<file path="config.mk">
export PLATFORM = sky130hd
export DESIGN_NAME = modulo_divisor_programavel
export DESIGN_NICKNAME = d
export VERILOG_FILES = /design/src/rtl/modulo_divisor_programavel.sv
export SDC_FILE = /design/constraint.sdc
export NUM_CORES = 1
export LEC_CHECK = 0
export BUFFER_PORTS_ARGS = -buffer_cell sky130_fd_sc_hd__buf_2
export CAP_MARGIN = 30
export CELL_PAD_IN_SITES_DETAIL_PLACEMENT = 1
export CELL_PAD_IN_SITES_GLOBAL_PLACEMENT = 2
export CORE_ASPECT_RATIO = 1.2
export CORE_UTILIZATION = 35
export DETAILED_ROUTE_END_ITERATION = 16
export GPL_TIMING_DRIVEN = 0
export PLACE_DENSITY = 0.85
export SYNTH_ARGS = -nofsm -noshare
export SYNTH_HDL_FRONTEND = slang
export SYNTH_SLANG_ARGS = --single-unit
export TNS_END_PERCENT = 10
</file>
<file path="constraint.sdc">
create_clock -name clk -period 3.1 [get_ports clk]
set_input_delay 0.62 -clock clk [delete_from_list [all_inputs] [get_ports clk]]
set_output_delay 0.62 -clock clk [all_outputs]
set_load 0.05 [all_outputs]
</file>
<file path="src/rtl/modulo_divisor_programavel.sv">
// Multi-channel programmable frequency divider: per-channel runtime divisor with
// glitch-free shadow loading, one-cycle tick, 50% clk_div and free-run/one-shot modes.
module modulo_divisor_programavel #(
    parameter int N_CH        = 2,
    parameter int WIDTH       = 20,
    parameter int DEFAULT_DIV = 8,
    parameter int SEL_W       = (N_CH > 1) ? $clog2(N_CH) : 1
) (
    input  logic             clk,
    input  logic             clr,
    input  logic             enable,
    input  logic             div_load,
    input  logic [SEL_W-1:0] div_sel,
    input  logic [WIDTH-1:0] div_value,
    input  logic [N_CH-1:0]  mode,
    input  logic [N_CH-1:0]  restart,
    output logic [N_CH-1:0]  tick,
    output logic [N_CH-1:0]  clk_div,
    output logic [N_CH-1:0]  done,
    output logic             load_err
);

    localparam logic [WIDTH-1:0] DEF_DIV = WIDTH'(DEFAULT_DIV);

    logic sel_ok;
    logic load_ok;

    assign sel_ok  = int'(div_sel) < N_CH;
    assign load_ok = div_load && (div_value != '0) && sel_ok;

    always_ff @(posedge clk) begin
        if (clr) begin
            load_err <= 1'b0;
        end else begin
            load_err <= div_load && ((div_value == '0) || !sel_ok);
        end
    end

    for (genvar i = 0; i < N_CH; i++) begin : g_ch
        logic [WIDTH-1:0] cnt;
        logic [WIDTH-1:0] div;
        logic [WIDTH-1:0] shadow;
        logic             pending;
        logic             tick_r;
        logic             clk_div_r;
        logic             done_r;

        logic             hit;
        logic [WIDTH-1:0] eff_div;
        logic             eff_pend;
        logic             terminal;

        // A load landing in this very cycle is visible to the terminal count / restart below.
        assign hit      = load_ok && (div_sel == SEL_W'(i));
        assign eff_div  = hit ? div_value : shadow;
        assign eff_pend = hit || pending;
        assign terminal = (cnt == div - WIDTH'(1));

        // NOTE: state uses non-blocking assignments; the default shadow/pending update is
        // written first so the later branches can override it without ordering hazards.
        always_ff @(posedge clk) begin
            if (clr) begin
                cnt       <= '0;
                div       <= DEF_DIV;
                shadow    <= DEF_DIV;
                pending   <= 1'b0;
                tick_r    <= 1'b0;
                clk_div_r <= 1'b0;
                done_r    <= 1'b0;
            end else begin
                shadow  <= eff_div;
                pending <= eff_pend;
                if (restart[i]) begin
                    cnt       <= '0;
                    clk_div_r <= 1'b0;
                    done_r    <= 1'b0;
                    tick_r    <= 1'b0;
                    pending   <= 1'b0;
                    if (eff_pend) begin
                        div <= eff_div;
                    end
                end else if (enable && !done_r) begin
                    if (terminal) begin
                        cnt       <= '0;
                        tick_r    <= 1'b1;
                        clk_div_r <= ~clk_div_r;
                        if (eff_pend) begin
                            div     <= eff_div;
                            pending <= 1'b0;
                        end
                        if (mode[i]) begin
                            done_r <= 1'b1;
                        end
                    end else begin
                        cnt    <= cnt + WIDTH'(1);
                        tick_r <= 1'b0;
                    end
                end else begin
                    tick_r <= 1'b0;
                end
            end
        end

        assign tick[i]    = tick_r;
        assign clk_div[i] = clk_div_r;
        assign done[i]    = done_r;
    end

endmodule
</file>
; After elaboration in Yosys (flattened, before gate mapping)
; Cells that the tools add are included.
[totals]
ff_bits = 129
input_bits = 29
out_inout_bits = 7
[classes]
n_addsub = 4
eq_ne = 2
muxes = 18
bitwise_logic = 5
reduce_logical = 26
[op_table]
columns = cell, n
row1 = 20-bit 2-to-1 mux, 12
row2 = 20-bit by 1-bit adder with 20-bit output (second input constant), 2
row3 = 20-bit == test, 2
row4 = 20-bit by 1-bit subtractor with 20-bit output (second input constant), 2
row5 = 20-bit logical NOT, 1
row6 = 20-bit nonzero test, 1
row7 = 2-bit AND reduction, 4
row8 = 2-bit nonzero test, 4
row9 = 1-bit logical AND, 6
row10 = 1-bit 2-to-1 mux, 6
row11 = 3-bit AND reduction, 2
row12 = 3-bit OR reduction, 2
row13 = 1-bit inverter, 5
row14 = 2-bit OR reduction, 2
row15 = 1-bit logical NOT, 2
row16 = 1-bit logical OR, 2

; Depth between registers and ports, before layout
[logic_depth]
depth_word = 8
depth_mapped = 11
ltp_nobuf = 10

; Least setup slack after synthesis
; OpenSTA, ideal clock, no wires.
[synth_timing]
path_type = reg-to-reg
from = register g_ch[1].div[4]
to = register g_ch[1].div[0]
t_arrival_ns = 2.997
required_ns = 2.977
path_slack_ns = -0.021
path_stages_with_launch = 11
path_buffers = 2
path_cell_list = dfxtp_1 -> clkbuf_1 -> or4_1 -> nor4_1 -> mux2i_1 -> mux2i_1 -> nor4b_1 -> nand2_1 -> o31ai_1 -> buf_4 -> mux2_1
[synth_via]
elab_chain_cells = 4
[synth_lines]
columns = element, line
row1 = from (decl), 41  ; logic [WIDTH-1:0] div;
row2 = from (signal assigned), 80  ; div <= eff_div;
row3 = from (signal assigned), 88  ; div <= eff_div;
row4 = 20-bit by 1-bit subtractor with 20-bit output, 57  ; assign terminal = (cnt == div - WIDTH'(1));
row5 = 20-bit == test, 57
row6 = 2-bit nonzero test (no source line), --
row7 = 2-bit AND reduction (no source line), --
; No other way between the ends.
; A chain may end at the register's enable or synchronous reset.

; Worst setup path in the final report
[layout_timing]
from = register g_ch[0].div[8]
to = register g_ch[0].div[14]
[layout_via]
elab_chain_cells = 4
[layout_lines]
columns = element, line
row1 = from (decl), 41
row2 = from (signal assigned), 80
row3 = from (signal assigned), 88
row4 = 20-bit by 1-bit subtractor with 20-bit output, 57
row5 = 20-bit == test, 57
row6 = 2-bit nonzero test (no source line), --
row7 = 2-bit AND reduction (no source line), --
; No other way between the ends.

==> summary.md <==
Clock tree skew after final layout: 0.00820 ns. Setup repair after global routing could not meet its margin everywhere. Walking the worst path, the cells encountered are or4_4, or4_4, buf_6, nor3_4, mux2_4, nor4_4, nand4_1, buf_6, a21oi_4, buf_6, mux2_4. The routed design could run at a clock period as short as 3.37 ns. The portion of the post-synthesis area used by sequential elements was 39.1%; the area growth from synthesis to layout was 23.1%. The layout has 2,132 filler cells. The area of combinational cells with multiple inputs was 0.00404 mm²; the floorplan die width was 127 µm.

The number of flops mapped to enable cells by yosys works out to 0. Counting instances, the worst hold path has a depth of 2. The area of the die is 0.0194 mm², and the number of buffers inserted by hold repair at cts is 0. In this run the cell area of the synthesized design comes to 0.00661 mm². The H-tree was split into 4 levels.

Yosys printed 0 warnings. The tools report the kind of end point of the critical path as a flip-flop. The worst setup path category is reg2reg. The tools report the count of final setup violators as 20. The number of antenna diodes in the final layout is 0. The sequential cell area came out at 0.00261 mm². The worst pin sits at a relative slew slack of 51.5%.

Pin placement for this block handled 36 I/O pins. Based on the critical path, the design can be clocked at up to 296 MHz. The clock latency reported for the late side of the worst-skew pair is 0.42 ns.

Once layout is done, the placed cells without fillers occupy 0.00814 mm². The final worst-path setup slack was -0.274 ns. The slowest cell on the critical path was sky130_fd_sc_hd__or4_4.

For the pin with the worst max-slew slack, the measured transition is 0.727 ns. The tools report the cell total after placement as 1,035. Global routing consumed, on the met3 layer, 4.00% of the routing resources.

The fraction of layout instances using a drive strength above 1 is 21.4%, and the arrival time reported for the critical path endpoint is 3.68 ns. Across the run, the number of max-cap violations was 0. The number of stages on the worst setup path came out at 11. The tools report the clock buffer count from CTS as 17.

Together, buffers and inverters on the worst path number 3. The floorplan has 54 rows. The leftover overflow at the end of global routing is 0, and the final weighted congestion in routability-driven placement is 0.846. In this design, the critical path's most frequently occurring cell is sky130_fd_sc_hd__buf_6. The layout net count was 844. After legalization and detailed placement, the total HPWL measured 13,300 µm.

The path type of the worst min-delay path is in2reg. Synthesis produced a netlist with a net count of 781. The highest fanout seen on the critical path works out to 5.

Dividing the detail-routed via count by the number of cells gives 5.01. The core region is 0.0183 mm². The wire length per cell was 16.8 µm; the highest ir drop seen on vdd was 0.000358 V. The run finished, with violations left. TritonCTS built the clock tree. The finished layout holds 1,076 standard cells, fillers aside.

Once the floorplan was initialized, standard cells occupied 36.1% of the core. After synthesis the netlist holds a flip-flop and latch count of 129. The number of cells on the worst reg-to-reg path works out to 11.

In this design, the largest share of critical-path delay is due to simple AND/OR/NAND/NOR gates. The tools report the met2 routing resource usage after global routing as 37.7%. The tree is rooted in a sky130_fd_sc_hd__clkbuf_16.

The clock net in this run drives a total of 129 sinks. The worst setup path is launched from a flip-flop. The tools report the largest buffer count on any clock path as 2. In the synthesized netlist, the number of instances is 748. The largest single stage delay on the critical path is 0.57 ns. The power density relative to cell area works out to 511 mW/mm². Port buffering added 35 buffers. The top cell type's share of synthesized area is 39.1%, and the number of failing hold endpoints at the final stage is 0. met2 is the most crowded layer. Across every metal layer, demand over resource in global routing totals 19.8%. The cell taking the most area after synthesis was sky130_fd_sc_hd__dfxtp_1.

The setup check on the worst reg-to-reg path leaves a slack of -0.27 ns. The first detailed-routing pass ran for 4 iterations. For this block, the initial DRC count from the detailed router was 185.

In the post-synthesis netlist, the biggest area contributors are sky130_fd_sc_hd__dfxtp_1 (39%), sky130_fd_sc_hd__xor2_1 (5.8%), sky130_fd_sc_hd__xnor2_1 (5.7%), sky130_fd_sc_hd__nor2_1 (5.0%), sky130_fd_sc_hd__mux2_4 (4.5%). After clock tree synthesis, the clock-pin slew on the worst setup and hold paths is 0.06 ns. The final critical path takes up 109% of the cycle.

The tools report the final number of max-transition violations as 0. The initial antenna violation count is 0. Counting flops with an async set or reset pin after synthesis yields a share of 0%.

The tools report the number of distinct library cells after synthesis as 60. The checks that failed: negative setup slack. After detailed routing, the total wire length is 18,100 µm. The wire length of the first global-routing pass was 30,200 µm.

After detailed routing, the number of remaining DRC violations is 0. For the total number of vias, the log shows 5,393. At the worst endpoint, the required time is 3.40 ns. For this design the static power due to leakage is 3.23 nW.

For met1 alone, demand over resource in global routing was 21.2%. From bottom edge to top edge, the die measures 153 µm. Among all flip-flop cells after synthesis, the most frequent one is sky130_fd_sc_hd__dfxtp_1.

The count of nets left with antenna violations once routing finished came out at 0. For the via count of the first global-routing pass, the log shows 5,809. Synthesized area divided by synthesized cell count: 8.84 µm². Entering global routing, the biggest net connects 17 pins. The placement-stage cell area came out at 0.00711 mm².
==> metal layers <==
| metal | up-vias | part of all wire, % |
|---|---|---|
| li1 | 2710 | - |
| met2 | 63 | 55 |
| met3 | 30 | 2.1 |
| met5 | - | 0 |
| met4 | 0 | 2.5 |
| met1 | 2590 | 40 |
==> worst paths after layout <==
kind	endpoint	from
min reg2reg	g_ch[1].shadow[6]	g_ch[1].shadow[6]
max reg2reg	g_ch[0].div[14]	g_ch[0].div[8]
max	g_ch[0].div[14]	g_ch[0].div[8]
min	g_ch[0].tick_r	restart[0]
==> report_power, final <==
part	switching (mW)	internal, mW	total, mW
clock	0.760	1.30	2.06
sequential	0.0311	1.70	1.73
combinational	0.209	0.157	0.367
==> flip-flops by register name, indices dropped and copies added, names as in the netlist <==
name and cells:
load_err 1, g_ch.cnt 40, g_ch.shadow 40, g_ch.done_r 2
g_ch.clk_div_r 2, g_ch.pending 2, g_ch.div 40, g_ch.tick_r 2
==> placed cells by master, fill, tap and decap left out, types with 4 or more instances in the layout <==
cell                         synthesis  final
sky130_fd_sc_hd__a21oi_1            28     28
sky130_fd_sc_hd__a31oi_1             4      4
sky130_fd_sc_hd__and2_1              4      4
sky130_fd_sc_hd__and3_1             19     19
sky130_fd_sc_hd__and4_1              4      4
sky130_fd_sc_hd__buf_1               4      4
sky130_fd_sc_hd__buf_2               2     37
sky130_fd_sc_hd__buf_4               8     15
sky130_fd_sc_hd__buf_6               2     12
sky130_fd_sc_hd__clkbuf_1           26     16
sky130_fd_sc_hd__clkbuf_16           0     17
sky130_fd_sc_hd__clkinvlp_4          0      4
sky130_fd_sc_hd__dfxtp_1           129    118
sky130_fd_sc_hd__dfxtp_2             0      7
sky130_fd_sc_hd__dfxtp_4             0      4
sky130_fd_sc_hd__inv_1              11     10
sky130_fd_sc_hd__mux2_1             20      9
sky130_fd_sc_hd__mux2_4             20     32
sky130_fd_sc_hd__mux2i_1            22     21
sky130_fd_sc_hd__nand2_1            75     73
sky130_fd_sc_hd__nand3_1            22     22
sky130_fd_sc_hd__nand4_1            17     17
sky130_fd_sc_hd__nor2_1             88     88
sky130_fd_sc_hd__nor2b_1            35     35
sky130_fd_sc_hd__nor3_1             18     16
sky130_fd_sc_hd__nor3b_1             8      7
sky130_fd_sc_hd__nor4_1             18     14
sky130_fd_sc_hd__nor4_2              2      4
sky130_fd_sc_hd__o21ai_0            10      9
sky130_fd_sc_hd__o21ai_1             3      4
sky130_fd_sc_hd__or4_1              10      6
sky130_fd_sc_hd__or4_4               2      6
sky130_fd_sc_hd__xnor2_1            43     41
sky130_fd_sc_hd__xor2_1             44     44
==> cell type report <==
type | count | area share [%]
plain buffers | 36 | 2.49
clock buffers | 19 | 5.57
clock inverters | 13 | 1.98
inverters | 11 | 0.508
multi-input cells | 566 | 49.6
flip-flops and latches | 129 | 32.0
well taps | 252 | 3.88
repair buffers | 50 | 3.91
==> logic make-up (layout without fill, tap and decap cells) <==
| group | after synthesis | count (layout) | share of synthesized area (%) |
|---|---|---|---|
| AND/OR/NAND/NOR | 339 | 339 | 26.3 |
| XOR/XNOR | 88 | 88 | 11.9 |
| adder cells (fa/ha/maj) | 4 | 4 | 0.757 |
| flip-flops | 129 | 129 | 39.1 |
| buffers and inverters | 53 | 129 | 3.73 |
| AO/OA/AOI/OAI | 72 | 72 | 6.80 |
| multiplexers | 63 | 63 | 11.5 |
==> what timing repair did <==
action,in CTS,in global routing
gates cloned,4,0
pin swaps,11,12
setup endpoints to repair,80,81
resized for setup,42,55
buffers inserted,7,6
==> cells in the mapped netlist, types with 18 or more instances <==
master,instances
sky130_fd_sc_hd__a21oi_1,28
sky130_fd_sc_hd__and3_1,19
sky130_fd_sc_hd__clkbuf_1,26
sky130_fd_sc_hd__dfxtp_1,129
sky130_fd_sc_hd__mux2_1,20
sky130_fd_sc_hd__mux2_4,20
sky130_fd_sc_hd__mux2i_1,22
sky130_fd_sc_hd__nand2_1,75
sky130_fd_sc_hd__nand3_1,22
sky130_fd_sc_hd__nor2_1,88
sky130_fd_sc_hd__nor2b_1,35
sky130_fd_sc_hd__nor3_1,18
sky130_fd_sc_hd__nor4_1,18
sky130_fd_sc_hd__xnor2_1,43
sky130_fd_sc_hd__xor2_1,44
==> per-stage QoR <==
stage | setup WS (ns) | hold slack (ns) | setup TNS (ns) | utilization, % | total power, mW
final | -0.274 | 0.396 | -4.99 | 44.4 | 4.16
after global routing | -0.377 | 0.398 | -8.52 | 44.4 | 4.32
after CTS | -0.266 | 0.384 | -4.82 | 43.5 | 4.19
after detailed placement | -0.689 | 0.447 | -37.04 | 38.8 | 2.08
after global placement | -0.620 | 0.446 | -34.42 | 38.8 | 2.07
after floorplan | -0.00636 | 0.432 | -0.127 | - | 1.97
Power figures use the tool's default switching activity.
